$ cat config.mk
export PLATFORM = sky130hd
export DESIGN_NAME = fifo_byte_packer
export DESIGN_NICKNAME = d
export VERILOG_FILES = /design/src/rtl/fifo_pkg.sv /design/src/rtl/fifo_packer_outreg.sv /design/src/rtl/fifo_byte_packer.sv
export SDC_FILE = /design/constraint.sdc
export NUM_CORES = 1
export LEC_CHECK = 0
export CORE_UTILIZATION = 30
export CTS_CLUSTER_DIAMETER = 80
export DETAILED_ROUTE_END_ITERATION = 8
export PLACE_DENSITY = 0.51
export SLEW_MARGIN = 20
export SYNTH_ARGS = -nofsm -noshare
export SYNTH_HDL_FRONTEND = slang
export SYNTH_SLANG_ARGS = --single-unit
$ cat constraint.sdc
create_clock -name clk -period 2.3 [get_ports clk]
set_input_delay 0.46 -clock clk [delete_from_list [all_inputs] [get_ports clk]]
set_output_delay 0.46 -clock clk [all_outputs]
set_load 0.005 [all_outputs]
$ cat src/rtl/fifo_pkg.sv
// Shared constants and helpers for the FIFO byte packer.
package fifo_pkg;

    localparam int unsigned PKG_IN_WIDTH = 8;
    localparam int unsigned PKG_RATIO    = 4;
    localparam int unsigned CNT_W        = $clog2(PKG_RATIO);
    localparam int unsigned MASK_MAX     = 64;

    // Contiguous lane-keep mask with the low 'fill' lanes set, clipped to 'ratio' lanes.
    function automatic logic [MASK_MAX-1:0] keep_mask(input int unsigned fill,
                                                      input int unsigned ratio);
        logic [MASK_MAX-1:0] m;
        m = '0;
        for (int unsigned i = 0; i < MASK_MAX; i++) begin
            m[i] = (i < fill) && (i < ratio);
        end
        return m;
    endfunction

endpackage

$ cat src/rtl/fifo_packer_outreg.sv
// Single-entry valid/ready output register holding one packed word and its lane-keep mask.
module fifo_packer_outreg #(
    parameter int unsigned DW    = 32,
    parameter int unsigned RATIO = 4
) (
    input  logic             clk,
    input  logic             rst_n,
    input  logic             i_load,
    input  logic [DW-1:0]    i_data,
    input  logic [RATIO-1:0] i_keep,
    input  logic             i_ready,
    output logic             o_valid,
    output logic [DW-1:0]    o_data,
    output logic [RATIO-1:0] o_keep,
    output logic             o_slot_free_c
);

    logic             r_valid;
    logic [DW-1:0]    r_data;
    logic [RATIO-1:0] r_keep;

    // Slot can take a new word if empty or its current word drains this cycle.
    assign o_slot_free_c = !r_valid || i_ready;

    always_ff @(posedge clk) begin
        if (!rst_n) begin
            r_valid <= 1'b0;
            r_data  <= '0;
            r_keep  <= '0;
        end else if (i_load) begin
            r_valid <= 1'b1;
            r_data  <= i_data;
            r_keep  <= i_keep;
        end else if (i_ready) begin
            r_valid <= 1'b0;
        end
    end

    assign o_valid = r_valid;
    assign o_data  = r_data;
    assign o_keep  = r_keep;

endmodule

$ cat src/rtl/fifo_byte_packer.sv
// Drains a lookahead FIFO and packs RATIO narrow entries per wide output word, with flush support.
module fifo_byte_packer
    import fifo_pkg::*;
#(
    parameter int unsigned IN_WIDTH = PKG_IN_WIDTH,
    parameter int unsigned RATIO    = PKG_RATIO
) (
    input  logic                      clk,
    input  logic                      rst_n,
    input  logic                      fifo_empty,
    input  logic [IN_WIDTH-1:0]       fifo_dout,
    output logic                      fifo_rd,
    input  logic                      flush,
    output logic                      out_valid,
    input  logic                      out_ready,
    output logic [IN_WIDTH*RATIO-1:0] out_data,
    output logic [RATIO-1:0]          out_keep
);

    localparam int unsigned DW = IN_WIDTH * RATIO;
    localparam int unsigned CW = (RATIO == PKG_RATIO) ? CNT_W : $clog2(RATIO);
    localparam logic [CW-1:0] LAST_LANE = CW'(RATIO - 1);

    logic [CW-1:0]    r_cnt;
    logic [DW-1:0]    r_acc;
    logic             r_flush_pending;

    logic             w_slot_free;
    logic             w_last;
    logic             w_pop;
    logic             w_full;
    logic             w_emit_part;
    logic             w_load;
    logic             w_start_pend;
    logic [DW-1:0]    w_acc_next;
    logic [DW-1:0]    w_load_data;
    logic [RATIO-1:0] w_load_keep;

    // The last lane may only be popped when the finished word has somewhere to go.
    assign w_last       = (r_cnt == LAST_LANE);
    assign w_pop        = rst_n && !fifo_empty && !r_flush_pending && !(w_last && !w_slot_free);
    assign fifo_rd      = w_pop;
    assign w_full       = w_pop && w_last;
    assign w_emit_part  = r_flush_pending && w_slot_free;
    assign w_load       = w_full || w_emit_part;
    assign w_start_pend = flush && !r_flush_pending && !w_full && (w_pop || (r_cnt != '0));

    // Accumulator with the current pop written into its lane.
    always_comb begin
        w_acc_next = r_acc;
        for (int unsigned i = 0; i < RATIO; i++) begin
            if (w_pop && (r_cnt == CW'(i))) begin
                w_acc_next[i*IN_WIDTH +: IN_WIDTH] = fifo_dout;
            end
        end
    end

    always_comb begin
        w_load_data = r_acc;
        w_load_keep = RATIO'(keep_mask(32'(r_cnt), RATIO));
        if (w_full) begin
            w_load_data = w_acc_next;
            w_load_keep = '1;
        end
    end

    // Lane counter, accumulator and flush bookkeeping; every emission restarts at lane 0.
    always_ff @(posedge clk) begin
        if (!rst_n) begin
            r_cnt           <= '0;
            r_acc           <= '0;
            r_flush_pending <= 1'b0;
        end else if (w_load) begin
            r_cnt           <= '0;
            r_acc           <= '0;
            r_flush_pending <= 1'b0;
        end else begin
            r_acc <= w_acc_next;
            if (w_pop) begin
                r_cnt <= r_cnt + CW'(1);
            end
            if (w_start_pend) begin
                r_flush_pending <= 1'b1;
            end
        end
    end

    fifo_packer_outreg #(
        .DW    (DW),
        .RATIO (RATIO)
    ) u_outreg (
        .clk           (clk),
        .rst_n         (rst_n),
        .i_load        (w_load),
        .i_data        (w_load_data),
        .i_keep        (w_load_keep),
        .i_ready       (out_ready),
        .o_valid       (out_valid),
        .o_data        (out_data),
        .o_keep        (out_keep),
        .o_slot_free_c (w_slot_free)
    );

endmodule

# ---- Yosys cells after proc, flatten, opt, wreduce, memory -nomap -nowiden
# Cells that the tools add are included.
dict set report classes {
  add_sub_neg 1
  order_cmp 3
  n_eq_ne 3
  mux 8
  bitwise 1
  reduce_logical 25
}
# op count
set ops {}
lappend ops {{$mux 32} 1}
lappend ops {{$mux 8} 4}
lappend ops {{$logic_and 1x1->1} 12}
lappend ops {{$logic_not 1->1} 6}
lappend ops {{$eq 2x2->1 const B} 2}
lappend ops {{$lt 1x2->1 const A} 2}
lappend ops {{$mux 4} 1}
lappend ops {{$reduce_bool 2->1} 2}
lappend ops {{$logic_or 1x1->1} 3}
lappend ops {{$add 2x1->2 const B} 1}
lappend ops {{$eq 2x1->1 const B} 1}
lappend ops {{$logic_not 2->1} 1}
lappend ops {{$lt 2x2->1 const A} 1}
lappend ops {{$mux 1} 2}
lappend ops {{$reduce_or 2->1} 1}
lappend ops {{$not 1->1} 1}
dict set report word_totals {
  regBits 72
  inputBits 13
  output_inout_bits 38
  wordCells 47
}

# ---- Depth between registers and ports, before layout
dict set report depth {
  ltp_word 10
  ltp_mapped 8
  depth_no_buf 6
}

# ---- Hierarchy
# From an unflattened synthesis, not the netlist that was laid out.
dict set report unflattened {
  hier_cells 348
  hier_area_um2 3459.6
}
# module n_inst cells_per_inst area_each_um2
set modules_own_cells {}
lappend modules_own_cells {fifo_byte_packer 1 229 2033.2}
lappend modules_own_cells {fifo_packer_outreg 1 119 1426.4}

# ---- Worst setup path after synthesis
# No wires, ideal clock.
dict set report synth_timing {
  path_type {reg2reg}
  start {register r_cnt[1]}
  end {register u_outreg.r_data[10] (netlist: u_outreg.o_data[10])}
  setup_time_ns 0.086
  t_arrival_ns 1.595
  setup_slack_ns 0.620
  path_stages_with_launch 9
  synth_period_minus_slack_ns 1.680
  cell_sequence {dfxtp_1 inv_1 ha_1 clkbuf_2 and4bb_2 buf_2 nand2_1 nand2_1 a211oi_1}
}
dict set report synth_via {
  elab_chain_len 7
  elab_cells_between_ends 10
}
# item line_no
set synth_lines {}
lappend synth_lines {{start, declared} fifo_byte_packer.sv:24} ;# logic [CW-1:0] r_cnt;
lappend synth_lines {{start signal, assigned} fifo_byte_packer.sv:80} ;# r_cnt <= r_cnt + CW'(1);
lappend synth_lines {{$eq 2x2->1} fifo_byte_packer.sv:40} ;# assign w_last = (r_cnt == LAST_LANE);
lappend synth_lines {{$logic_and 1x1->1} fifo_byte_packer.sv:41} ;# assign w_pop = rst_n && !fifo_empty && !r_flush_pending && !(w_last && !w_slot_free);
lappend synth_lines {{$logic_not 1->1} fifo_byte_packer.sv:41}
lappend synth_lines {{$logic_and 1x1->1} fifo_byte_packer.sv:41}
lappend synth_lines {{$logic_and 1x1->1} fifo_byte_packer.sv:52} ;# if (w_pop && (r_cnt == CW'(i))) begin
lappend synth_lines {{$mux 8} fifo_byte_packer.sv:52}
lappend synth_lines {{$mux 32} fifo_byte_packer.sv:61} ;# if (w_full) begin
lappend synth_lines {{end signal, assigned} fifo_packer_outreg.sv:32} ;# r_data <= i_data;
lappend synth_lines {{end, declared} fifo_packer_outreg.sv:19} ;# logic [DW-1:0] r_data;
# Several ways; a longest one is shown, not always the timed one.
# A chain may end at the register's enable or synchronous reset.

# ---- Final worst setup path
dict set report layout_timing {
  start {register r_cnt[0]}
  end {output fifo_rd}
}
dict set report layout_via {
  elab_chain_len 4
}
# item line_no
set layout_lines {}
lappend layout_lines {{$eq 2x2->1} fifo_byte_packer.sv:40}
lappend layout_lines {{$logic_and 1x1->1} fifo_byte_packer.sv:41}
lappend layout_lines {{$logic_not 1->1} fifo_byte_packer.sv:41}
lappend layout_lines {{$logic_and 1x1->1} fifo_byte_packer.sv:41}
lappend layout_lines {{end, declared} fifo_byte_packer.sv:12} ;# output logic fifo_rd,
# Every way passes these cells.

==> flow_metrics.tcl <==
set metrics [dict create \
    timing.rr.end "u_outreg.o_data[2]$_SDFFE_PN0P_" \
    reg2reg_slack_ns 0.36 \
    cts_buffer_depth 2 \
    grt_overflow 0 \
    clock_latency_ns 0.34 \
    r2r_cells 7 \
    yosysUniqueCellTypes 38 \
    cts_buffers 9 \
    drcViolationCount 0 \
    die_w_um 104 \
    finalMaxSlewViolations 0 \
    row_count 36 \
    period_needed_ns 2.09 \
    yosys.area.top_type "dfxtp_1" \
    p_per_area_mw_per_mm2 691 \
    max_freq_mhz 479 \
    diodes 0 \
    fill_cells 1005 \
    ir_drop_mv 0.289 \
    p_leak_nw 1.38 \
    clkSinkCount 72 \
    post-dp-hpwl_um 5880 \
    drv_cap 0 \
    rsz0062_at_grt "false" \
    endpoint "fifo_rd" \
    wire_per_inst_um 16.0 \
    synth-seq-cells 72 \
    finalHoldViolCount 0 \
    setup_viol 0 \
    grt_pass1_vias 2893 \
    r2r-start "r_cnt[0]$_SDFFE_PP0P_" \
    grt_pass1_wl_um 14900 \
    tightest_slew_ns 0.537 \
    postRouteAntennaNets 0 \
    fin_crit_sh 0.908 \
    endpoint_kind "output pin" \
    met2_wirelength_um 4310 \
    ys.flop_type "dfxtp_1" \
    synth_common_cells "dfxtp_1, a21oi_1, nand2_1" \
    stdcell_count 567 \
    yosysWarnings 0 \
    ios 51 \
    multiInputGateArea_mm2 0.00149 \
    synth.avg_cell_area_um2 8.20 \
    drive_gt1_frac 0.115 \
    synth_top_area_frac 0.460 \
    grt_antenna_before_repair 0 \
    first_pass_iters 4 \
    cp-start-kind "register" \
    synth_area_mm2 0.00313 \
    fin_nets 446 \
    ys_async_sr_fraction 0 \
    fin_setup_tns_ns 0 \
    timing.setup.critical_path_class "register to output pin" \
    synth_edf_count 0 \
    critPathMaxFanout 6 \
    design.core.area_mm2 0.00995 \
    via_count 2905 \
    start_util 0.314 \
    post-place-cells 551 \
    htreeDepth 3 \
    cts_tree "done" \
    ctsHoldBuffers 0 \
    top_layer "met4" \
    gp_congestion 0.770 \
    clk_transition_reported_paths_ns 0.08 \
    route.met3.wl_um 442 \
    ys_seq_area_frac 0.460 \
    drt-initial-drc-count 156 \
    area.sequential_mm2 0.00144 \
    area_delta_synth_final_pct 30.3 \
    via_per_inst 5.12 \
    die_h_um 104 \
    grt_max_degree 30 \
    cp-startpoint "r_cnt[0]$_SDFFE_PP0P_" \
    die_area_mm2 0.0108 \
    grt_usage 0.174 \
    maxSlewHeadroom 0.641 \
    run_status "complete, no violations" \
    syn_inst 382 \
    finalWirelength_um 9090 \
    cts_root_buf "clkbuf_8" \
    skew_ns 0.00759 \
    io_buffers 50 \
    yosys-top-cells-area "dfxtp_1, a21oi_1, nand2_1" \
    min_path_type "register to register" \
    holdPathStages 2 \
    critPathRequiredTime_ns 1.84 \
    drt-met1-wl_um 4230 \
    synth_nets 399 \
    yosysMostFrequentCell "dfxtp_1" \
    arrival_ns 1.63 \
]
[final cells by class]
type | instances | share of cell area
multi-input combinational | 266 | 0.364
sequential | 72 | 0.353
timing repair buffer | 76 | 0.186
tap | 133 | 0.0408
clock buffer | 11 | 0.0322
clock inverter | 5 | 0.0199
inverter | 4 | 0.00368
[logic make-up (layout without fill, tap and decap cells)]
kind of cell,Yosys count,after routing,share of synthesized area
compound gates,130,130,0.237
xor+xnor,1,1,0.00280
fa+ha+maj,4,4,0.0160
buf+inv,44,96,0.0667
flops,72,72,0.460
mux,2,2,0.00640
simple gates,129,129,0.210
[how the worst min path moves through the flow]
stage,from,end,slack [ns]
6_report,r_acc[25]$_SDFF_PP0_,u_outreg.o_data[25]$_SDFFE_PN0P_,0.45
5_1_grt,r_acc[29]$_SDFF_PP0_,r_acc[29]$_SDFF_PP0_,0.47
4_1_cts,r_acc[26]$_SDFF_PP0_,u_outreg.o_data[26]$_SDFFE_PN0P_,0.46
3_5_place_dp,r_acc[26]$_SDFF_PP0_,u_outreg.o_data[26]$_SDFFE_PN0P_,0.44
3_3_place_gp,r_acc[25]$_SDFF_PP0_,u_outreg.o_data[25]$_SDFFE_PN0P_,0.44
2_1_floorplan,r_acc[24]$_SDFF_PP0_,u_outreg.o_data[24]$_SDFFE_PN0P_,0.43
[state kept, by name, summed over array words and instances, names as in the netlist]
signal,cells
r_acc,32
u_outreg.o_data,32
u_outreg.o_keep,4
r_cnt,2
r_flush_pending,1
u_outreg.o_valid,1
[metrics by stage]
stage	hold slack (ns)	cell area (um^2)	total power, mW	setup slack [ns]	util
finish	0.452	4080	2.82	0.212	0.410
global route	0.473	4080	2.96	0.0619	0.410
CTS	0.455	4080	2.86	0.188	0.410
detailed placement	0.441	3860	1.76	-0.0450	0.388
global placement	0.437	3860	1.76	-0.0657	0.388
floorplan	0.430	3130	1.56	0.620	-
[metal layers]
| layer | track usage | vias up |
|---|---|---|
| met1 | 0.230 | 1379 |
| met5 | 0 | - |
| met4 | 0.0745 | 0 |
| met2 | 0.278 | 68 |
| li1 | - | 1447 |
| met3 | 0.0288 | 11 |
[what timing repair did]
action                     in CTS  in global routing
setup endpoints to repair       1                  0
buffers inserted                0                  0
gates resized for setup         2                  0
[where the power goes]
part | switching (mW) | total [mW] | internal (mW)
Combinational | 0.206 | 0.395 | 0.189
Sequential | 0.0379 | 1.34 | 1.30
Clock | 0.475 | 1.09 | 0.612
Total | 0.718 | 2.82 | 2.10
[cell usage in the layout (no fill, tap or decap), drive strengths merged]
cell	instances
o211ai	2
or4b	1
dlygate4sd2	1
a31oi	1
nand2b	3
clkinv	2
nand3b	2
nand3	24
xnor2	1
nor3b	3
nor2	6
a21oi	70
a221oi	2
inv	4
and2	1
bufinv	2
buf	26
nor2b	2
clkdlybuf4s50	49
dfxtp	72
o21ai	31
nor4b	1
nor3	26
clkinvlp	1
a211oi	22
or4	1
nor4bb	1
a41oi	1
o32ai	1
clkbuf	11
and4bb	2
ha	4
mux2i	2
nand2	56
[critical path: stages (launching register included)]
cell	delay [ns]
dfxtp_1	0.42
ha_1	0.29
nand3b_1	0.12
nor3b_4	0.17
dlygate4sd2_1	0.29
Power figures use the tool's default switching activity.
